File: config.mk
export PLATFORM = sky130hd
export DESIGN_NAME = pwm_led_multi
export DESIGN_NICKNAME = d
export VERILOG_FILES = /design/src/rtl/pwm_led_pkg.sv /design/src/rtl/pwm_led_channel.sv /design/src/rtl/pwm_led_multi.sv
export SDC_FILE = /design/constraint.sdc
export NUM_CORES = 1
export LEC_CHECK = 0
export ABC_AREA = 1
export CORE_MARGIN = 2
export CORE_UTILIZATION = 38
export DETAILED_ROUTE_END_ITERATION = 6
export DONT_BUFFER_PORTS = 1
export PLACE_DENSITY = 0.52
export SLEW_MARGIN = 15
export SYNTH_ARGS = -nofsm -noshare
export SYNTH_HDL_FRONTEND = slang
export SYNTH_HIERARCHICAL = 1
export SYNTH_SLANG_ARGS = --single-unit
File: constraint.sdc
create_clock -name clk -period 3 [get_ports clk]
set_input_delay 0.45 -clock clk [delete_from_list [all_inputs] [get_ports clk]]
set_output_delay 0.45 -clock clk [all_outputs]
set_load 0.1 [all_outputs]
File: src/rtl/pwm_led_pkg.sv
// ---------------------------------------------------------------------------
// pwm_led_pkg
//
// Purpose:
//   Shared definitions for the multi-channel LED PWM driver:
//   - default parameter values for the top level;
//   - a helper that sizes channel-index and prescaler fields.
//
// Contents:
//   DEF_CH, DEF_WIDTH, DEF_PRESCALE : default CH / WIDTH / PRESCALE
//   idx_width(n)                    : $clog2(n), never less than 1, so a
//                                     one-entry index still has a real bit
// ---------------------------------------------------------------------------
package pwm_led_pkg;

    localparam int DEF_CH       = 4;
    localparam int DEF_WIDTH    = 8;
    localparam int DEF_PRESCALE = 1;

    // Bits needed to index n items, with a floor of 1 so that ports and
    // registers never collapse to zero width when n is 1 or 2.
    function automatic int idx_width(input int n);
        if (n <= 2) begin
            return 1;
        end
        return $clog2(n);
    endfunction

endpackage : pwm_led_pkg

File: src/rtl/pwm_led_channel.sv
// ---------------------------------------------------------------------------
// pwm_led_channel
//
// Purpose:
//   One PWM channel. It holds a double-buffered duty value and a registered
//   compare output.
//   - Software writes land in the shadow register at any time.
//   - The active register only changes on the period wrap, so a duty change
//     can never cut a period short or stretch it (no glitches).
//
// Build option:
//   PWM_LED_FADE_EN
//     defined   : at each wrap the active duty steps one LSB toward shadow
//                 (linear fade, no overshoot, no wrap-around).
//     undefined : at each wrap the active duty loads shadow directly.
//
// Ports:
//   clk      in   system clock, rising edge
//   reset    in   asynchronous, active-high reset
//   wr_en    in   single-cycle write strobe for this channel's shadow duty
//   wr_data  in   WIDTH  new duty value
//   wrap     in   high on the clk whose edge takes the counter to 0
//   counter  in   WIDTH  shared period counter
//   led      out  registered PWM output: counter < active duty
// ---------------------------------------------------------------------------
module pwm_led_channel
    import pwm_led_pkg::*;
#(
    parameter int WIDTH = DEF_WIDTH
) (
    input  logic             clk,
    input  logic             reset,
    input  logic             wr_en,
    input  logic [WIDTH-1:0] wr_data,
    input  logic             wrap,
    input  logic [WIDTH-1:0] counter,
    output logic             led
);

    logic [WIDTH-1:0] r_shadow;
    logic [WIDTH-1:0] r_active;
    logic             r_led;
    logic [WIDTH-1:0] w_active_next;

`ifdef PWM_LED_FADE_EN
    // Step one LSB toward the target. The comparisons guarantee the step
    // never crosses the target, and never leaves 0..2**WIDTH-1.
    always_comb begin
        w_active_next = r_active;
        if (r_active < r_shadow) begin
            w_active_next = r_active + WIDTH'(1);
        end else if (r_active > r_shadow) begin
            w_active_next = r_active - WIDTH'(1);
        end
    end
`else
    assign w_active_next = r_shadow;
`endif

    // Shadow: the last write wins. wr_en is a strobe that is always
    // accepted, with no back-pressure.
    always_ff @(posedge clk or posedge reset) begin
        if (reset) begin
            r_shadow <= '0;
        end else if (wr_en) begin
            r_shadow <= wr_data;
        end
    end

    // Active: this register reads r_shadow before any write on the same edge
    // updates it. So a write that coincides with a wrap takes effect one
    // period later.
    always_ff @(posedge clk or posedge reset) begin
        if (reset) begin
            r_active <= '0;
        end else if (wrap) begin
            r_active <= w_active_next;
        end
    end

    // The compare is registered, so led lags the counter by one clk.
    // A duty of 2**WIDTH-1 still leaves one low step per period.
    always_ff @(posedge clk or posedge reset) begin
        if (reset) begin
            r_led <= 1'b0;
        end else begin
            r_led <= (counter < r_active);
        end
    end

    assign led = r_led;

endmodule : pwm_led_channel

File: src/rtl/pwm_led_multi.sv
// ---------------------------------------------------------------------------
// pwm_led_multi
//
// Purpose:
//   CH-channel LED PWM driver.
//   - All channels share one period counter and one programmable prescaler.
//   - A period is 2**WIDTH counter steps of PRESCALE clk each.
//   - Each channel has its own double-buffered duty register, so software
//     may rewrite duties at any time without glitching the LED pins.
//
// Build option:
//   PWM_LED_FADE_EN - when defined, each channel ramps its active duty one
//   LSB per period toward the written value instead of jumping to it.
//
// Parameters:
//   CH        number of channels (1..16)
//   WIDTH     duty / counter resolution in bits
//   PRESCALE  clk cycles per counter step (>= 1)
//
// Ports:
//   clk           in   system clock, rising edge
//   reset         in   asynchronous, active-high reset
//   duty_wr_en    in   single-cycle shadow-duty write strobe; always
//                      accepted, no back-pressure
//   duty_wr_ch    in   idx_width(CH)  target channel; indices >= CH are
//                      ignored
//   duty_wr_data  in   WIDTH  new duty value
//   period_start  out  one-clk pulse on the clk where the counter becomes 0
//   led           out  CH  registered PWM outputs
// ---------------------------------------------------------------------------
module pwm_led_multi
    import pwm_led_pkg::*;
#(
    parameter int CH       = DEF_CH,
    parameter int WIDTH    = DEF_WIDTH,
    parameter int PRESCALE = DEF_PRESCALE
) (
    input  logic                     clk,
    input  logic                     reset,
    input  logic                     duty_wr_en,
    input  logic [idx_width(CH)-1:0] duty_wr_ch,
    input  logic [WIDTH-1:0]         duty_wr_data,
    output logic                     period_start,
    output logic [CH-1:0]            led
);

    localparam int                CH_W    = idx_width(CH);
    localparam int                PS_W    = idx_width(PRESCALE);
    localparam logic [PS_W-1:0]   PS_LAST = PS_W'(PRESCALE - 1);
    localparam logic [WIDTH-1:0]  CNT_MAX = '1;

    logic [PS_W-1:0]  r_prescale;
    logic [WIDTH-1:0] r_counter;
    logic             r_period_start;
    logic             w_tick;
    logic             w_wrap;

    // ---------------------------------------------------------------------
    // Prescaler: counts 0..PRESCALE-1 and produces one tick per counter
    // step. With PRESCALE=1 it stays at 0 and ticks on every clk.
    // ---------------------------------------------------------------------
    assign w_tick = (r_prescale == PS_LAST);

    always_ff @(posedge clk or posedge reset) begin
        if (reset) begin
            r_prescale <= '0;
        end else if (w_tick) begin
            r_prescale <= '0;
        end else begin
            r_prescale <= r_prescale + PS_W'(1);
        end
    end

    // ---------------------------------------------------------------------
    // Period counter: wraps naturally from all-ones to zero.
    // ---------------------------------------------------------------------
    always_ff @(posedge clk or posedge reset) begin
        if (reset) begin
            r_counter <= '0;
        end else if (w_tick) begin
            r_counter <= r_counter + WIDTH'(1);
        end
    end

    // wrap marks the edge that takes the counter back to 0. Registering it
    // makes period_start high on the clk where the counter reads 0.
    assign w_wrap = w_tick && (r_counter == CNT_MAX);

    always_ff @(posedge clk or posedge reset) begin
        if (reset) begin
            r_period_start <= 1'b0;
        end else begin
            r_period_start <= w_wrap;
        end
    end

    assign period_start = r_period_start;

    // ---------------------------------------------------------------------
    // Channels. Each one matches only its own index, so an out-of-range
    // duty_wr_ch selects no channel and the write is dropped.
    // ---------------------------------------------------------------------
    for (genvar gi = 0; gi < CH; gi++) begin : g_ch
        logic w_sel;

        assign w_sel = duty_wr_en && (duty_wr_ch == CH_W'(gi));

        pwm_led_channel #(
            .WIDTH (WIDTH)
        ) u_channel (
            .clk     (clk),
            .reset   (reset),
            .wr_en   (w_sel),
            .wr_data (duty_wr_data),
            .wrap    (w_wrap),
            .counter (r_counter),
            .led     (led[gi])
        );
    end

endmodule : pwm_led_multi
Word-level counts from Yosys, hierarchy flattened
Cells that the tools add are included.
{"block": "totals", "in_bits": 13, "register_bits": 78, "out_inout_bits": 5, "wordCells": 33}
{"block": "classes", "mux": 1, "n_eq_ne": 4, "bitwise": 1, "reduce_logical": 6, "order_cmp": 4, "n_addsub": 2}
{"cell": "$lt A8 B8 Y1", "count": 4}
{"cell": "$add A8 B1 Y8 const B", "count": 1}
{"cell": "$eq A8 B8 Y1 const B", "count": 1}
{"cell": "$logic_and A1 B1 Y1", "count": 5}
{"cell": "$eq A2 B2 Y1 const B", "count": 2}
{"cell": "$eq A2 B1 Y1 const B", "count": 1}
{"cell": "$logic_not A2 Y1", "count": 1}
{"cell": "$add A1 B1 Y1 const B", "count": 1}
{"cell": "$mux W1", "count": 1}
{"cell": "$not A1 Y1", "count": 1}

Depth between registers and ports, before layout
{"block": "logic_depth", "word_depth": 2, "mapped_depth": 8, "depth_no_buf": 7}

By module
Netlist, hierarchy kept.
{"mod": "pwm_led_channel", "seq_area_each_um2": 425.4, "cells_each": 77, "area_per_inst_um2": 823.3, "instances": 4}
{"mod": "pwm_led_multi", "seq_area_each_um2": 225.2, "cells_each": 47, "area_per_inst_um2": 410.4, "instances": 1}

Least setup slack after synthesis
Ideal clock, no wire load.
{"block": "synth_path", "kind": "register to register", "startpoint": "register r_counter[1]", "endpoint": "register g_ch[0].u_channel.r_active[1]", "path_stages_with_launch": 8, "required_ns": 2.873, "path_slack_ns": 0.796, "arrival_ns": 2.077, "n_path_buf": 1, "setup_ns": 0.127, "period_less_slack_ns": 2.204, "path_cell_list": "dfrtp_1 > ha_1 > nand3_2 > nor2_2 > nand2_1 > nor2_1 > buf_6 > o21ai_0"}
{"block": "synth_between", "elab_chain_cells": 2}
{"element": "start, declared", "line_no": "pwm_led_multi.sv:53", "text": "logic [WIDTH-1:0] r_counter;"}
{"element": "start signal, assigned", "line_no": "pwm_led_multi.sv:81", "text": "r_counter <= r_counter + WIDTH'(1);"}
{"element": "$eq A8 B8 Y1", "line_no": "pwm_led_multi.sv:87", "text": "assign w_wrap = w_tick && (r_counter == CNT_MAX);"}
{"element": "$logic_and A1 B1 Y1", "line_no": "pwm_led_multi.sv:87"}
{"element": "net w_wrap", "line_no": "pwm_led_multi.sv:56", "text": "logic w_wrap;"}
{"element": "end signal, assigned", "line_no": "pwm_led_channel.sv:77", "text": "r_active <= w_active_next;"}
{"element": "end, declared", "line_no": "pwm_led_channel.sv:41", "text": "logic [WIDTH-1:0] r_active;"}
The timed path passes the listed nets, and every way through them passes these cells.
A chain may end at the register's enable or synchronous reset.

Worst setup path after layout
{"block": "layout_path", "startpoint": "register r_counter[1]", "endpoint": "register g_ch[0].u_channel.r_active[6]"}
The elaborated chain is that of the path after synthesis.

==> results.md <==
* Status: finished, final reports clean
* Slew at the pin closest to its max-slew limit at 0.957 ns
* Max Fclk at 0.520 GHz
* Root Driver: clkbuf_8
* Final wirelength at 7.43 mm
* GPL Wtd Cong at 0.717
* Number of port buffers at 0
* Setup Viol. Count Final at 0
* Clk sinks at 77
* DRT Pass-1 Iters at 4
* Worst Setup EP: g_ch[0].u_channel/r_active[6]
* Max_cap viols at 0
* Setup Crit Path Kind: reg -> reg
* Max stage delay cell, worst path: dfrtp_1
* Hold Crit Class: in -> async
* Initial Util at 0.386
* Iteration-0 DRC Markers at 115
* Cell row count at 36
* R2R Path Start: r_counter[1]
* P per Cell Area at 518 mW/mm²
* Die height at 103 µm
* Worst clock skew at 0.0152 ns
* Critical Path AT at 2.15 ns
* Post-DP HPWL at 5.15 mm
* Max-slew violation count at 0
* Critical Path Sink Type: flip-flop
* Worst-path clk slew at 0.09 ns
* Crit-path leading delay family: simple AND/OR/NAND/NOR gates
* Met3 usage at 0.0353
* Netlist cell types at 15
* CTS H-tree lvls at 3
* Worst R2R Path Depth at 7
* CP Launch Point: r_counter[1]
* Critical Path Max Stage Delay at 0.49 ns
* Met2 usage at 0.223
* #FFs+latches synth at 77
* Top cell type by total area after synthesis: dfrtp_1
* Logic gate share of total power at 0.078
* Setup tns final at 0 ns
* Buf+Inv Stages, Crit Path at 1
* Reg2reg setup slack at 1.08 ns
* Core area at 0.00959 mm²
* Largest net degree at the start of global routing at 50
* Die width at 103 µm
* Slew Limit Headroom at 0.358
* Initial antenna violation count at 0
* Core Util, Final at 0.421
* Post-route minimum period at 1.92 ns
* Remaining DRCs at 0
* Number of synthesis warnings at 6
* Via/cell ratio at 4.48
* Hold_ws at 0.0845 ns
* Antenna Cells at 0
* Post-Syn Area at 0.00370 mm²
* Total Routing Usage GR at 0.156
* P_sw at 490 µW
* Critical path depth in cells at 7
* Number of top-level pins at 18
* Seq pwr share at 0.556
* Share of cells above drive strength 1 at 0.141
* CP max FO at 49
* Final worst-path cycle share at 0.641
* Seq/Total Area, Yosys at 0.520
* CP cell instances: ha_1, nand3_2, nor2_2, nand2_1, nor2_4, buf_12, o21ai_0
* Syn nets at 397
* Via count at 2245
* First-pass GRT wire length at 11.8 mm
* Nets at 405
* Internal power at 1.61 mW
* Gr busiest metal: met1
* Mean Syn Cell Area at 10.4 µm²
* CTS Buf Count at 9
* Leak pwr at 1.96 nW
* CP Data Required Time at 3.23 ns
* Vias in the first global route at 2191
* Worst Setup Start Kind: flip-flop
* Worst skew pair latency at 0.36 ns
* CTS tree: built
* Max rail drop VDD at 0.229 mV
* RSZ-0062 raised after global routing: false
* Top cells by area, synth: dfrtp_1 (52%), mux2_4 (11%), ha_1 (9.8%)
* Gr ovfl total at 0
* Post-CTS sizing at 0
* Critical R2R Capture: g_ch[0].u_channel/r_active[6]
* Area Growth Syn to Fin at 9.12%
* Endpoints failing hold at 0
* Global routing usage on met1 at 0.226
* Mapped Cells at 355
* Clock buffer depth at 2
* Die area at 0.0106 mm²
* Post-synth top area share at 0.520
* WL/cell at 14.8 µm
* Switching Share at 0.234
* Post-route ant nets at 0
* Clk network pwr share at 0.367
## flip-flops by register name, indices dropped and copies added (netlist names)
name,count
g_ch.u_channel/led,4
r_counter,8
g_ch.u_channel/r_active,32
period_start,1
g_ch.u_channel/r_shadow,32
## final cells by class
cell class | instances | area, µm²
clock buffer | 10 | 128
clock inverter | 6 | 63.8
inverter | 56 | 210
sequential | 77 | 1930
multi-input combinational | 214 | 1490
timing repair buffer | 5 | 52.6
fill | 923 | 5550
tap | 133 | 166
## cells by family after synthesis
logic type      Yosys count  share of synthesized area
compound gates           58                     0.0784
xor+xnor                  3                    0.00710
fa+ha+maj                29                     0.0980
buf+inv                  64                     0.0811
flops                    77                      0.520
mux                      28                      0.114
simple gates             96                      0.102
## metrics by stage
| stage | cell area (µm²) | setup WS, ns | power, mW | std cells |
|---|---|---|---|---|
| 4_1_cts | 4040 | 1.07 | 2.12 | 501 |
| 2_1_floorplan | 3700 | 0.796 | 1.31 | 355 |
| 5_1_grt | 4040 | 0.870 | 2.19 | 501 |
| 3_5_place_dp | 3840 | 1.09 | 1.35 | 484 |
| 6_report | 4040 | 1.08 | 2.10 | 501 |
| 3_3_place_gp | 3840 | 1.16 | 1.34 | 484 |
## synth_stat cells
cell     number
nor2_1       12
nor3_1        4
nand3_2       1
nand2_1      76
nor2_2        1
buf_6         8
xor2_1        1
xnor2_1       2
ha_1         29
nand3_1       2
o21ai_0      38
dfrtp_1      77
a21oi_1      20
inv_1        56
mux2_4       28
## power groups by stage
stage          sequential (mW)  combinational (mW)  clock [mW]
4_1_cts                   1.16               0.166       0.793
2_1_floorplan             1.17               0.145           0
5_1_grt                   1.17               0.179       0.837
3_3_place_gp              1.18               0.160           0
6_report                  1.16               0.163       0.768
3_5_place_dp              1.18               0.164           0
## routing by layer
metal | vias up | part of all wire
met1 | 1055 | 0.52
li1 | 1149 | -
met4 | 0 | 0.017
met5 | - | 0
met3 | 8 | 0.027
met2 | 33 | 0.44
## worst min path at each step
stage | from | slack [ns] | to | cells after the start
CTS | reset | 0.1 | g_ch[3].u_channel/r_shadow[5] | 1
floorplan | reset | 0.28 | period_start | 1
detailed placement | reset | 0.33 | r_counter[7] | 1
global route | reset | 0.14 | g_ch[3].u_channel/r_shadow[5] | 1
finish | reset | 0.08 | g_ch[3].u_channel/r_shadow[5] | 1
global placement | reset | 0.32 | r_counter[7] | 1
## cells in the final DEF, fill, tap and decap left out, types with 2 or more instances in the layout
cell        instances
dfrtp_1            77
nand2_1            76
inv_1              56
o21ai_0            38
ha_1               29
mux2_4             28
a21oi_1            20
nor2_1             11
clkbuf_8            9
buf_4               3
nand3_1             2
xnor2_1             2
nor3_1              2
nor3_2              2
clkinvlp_4          2
clkinv_2            2
## repair_timing
action	4_1_cts	5_1_grt
hold buffers	1	0
endpoints found under the hold margin	9	0
setup buffers	0	0
(Power assumes the default switching activity.)
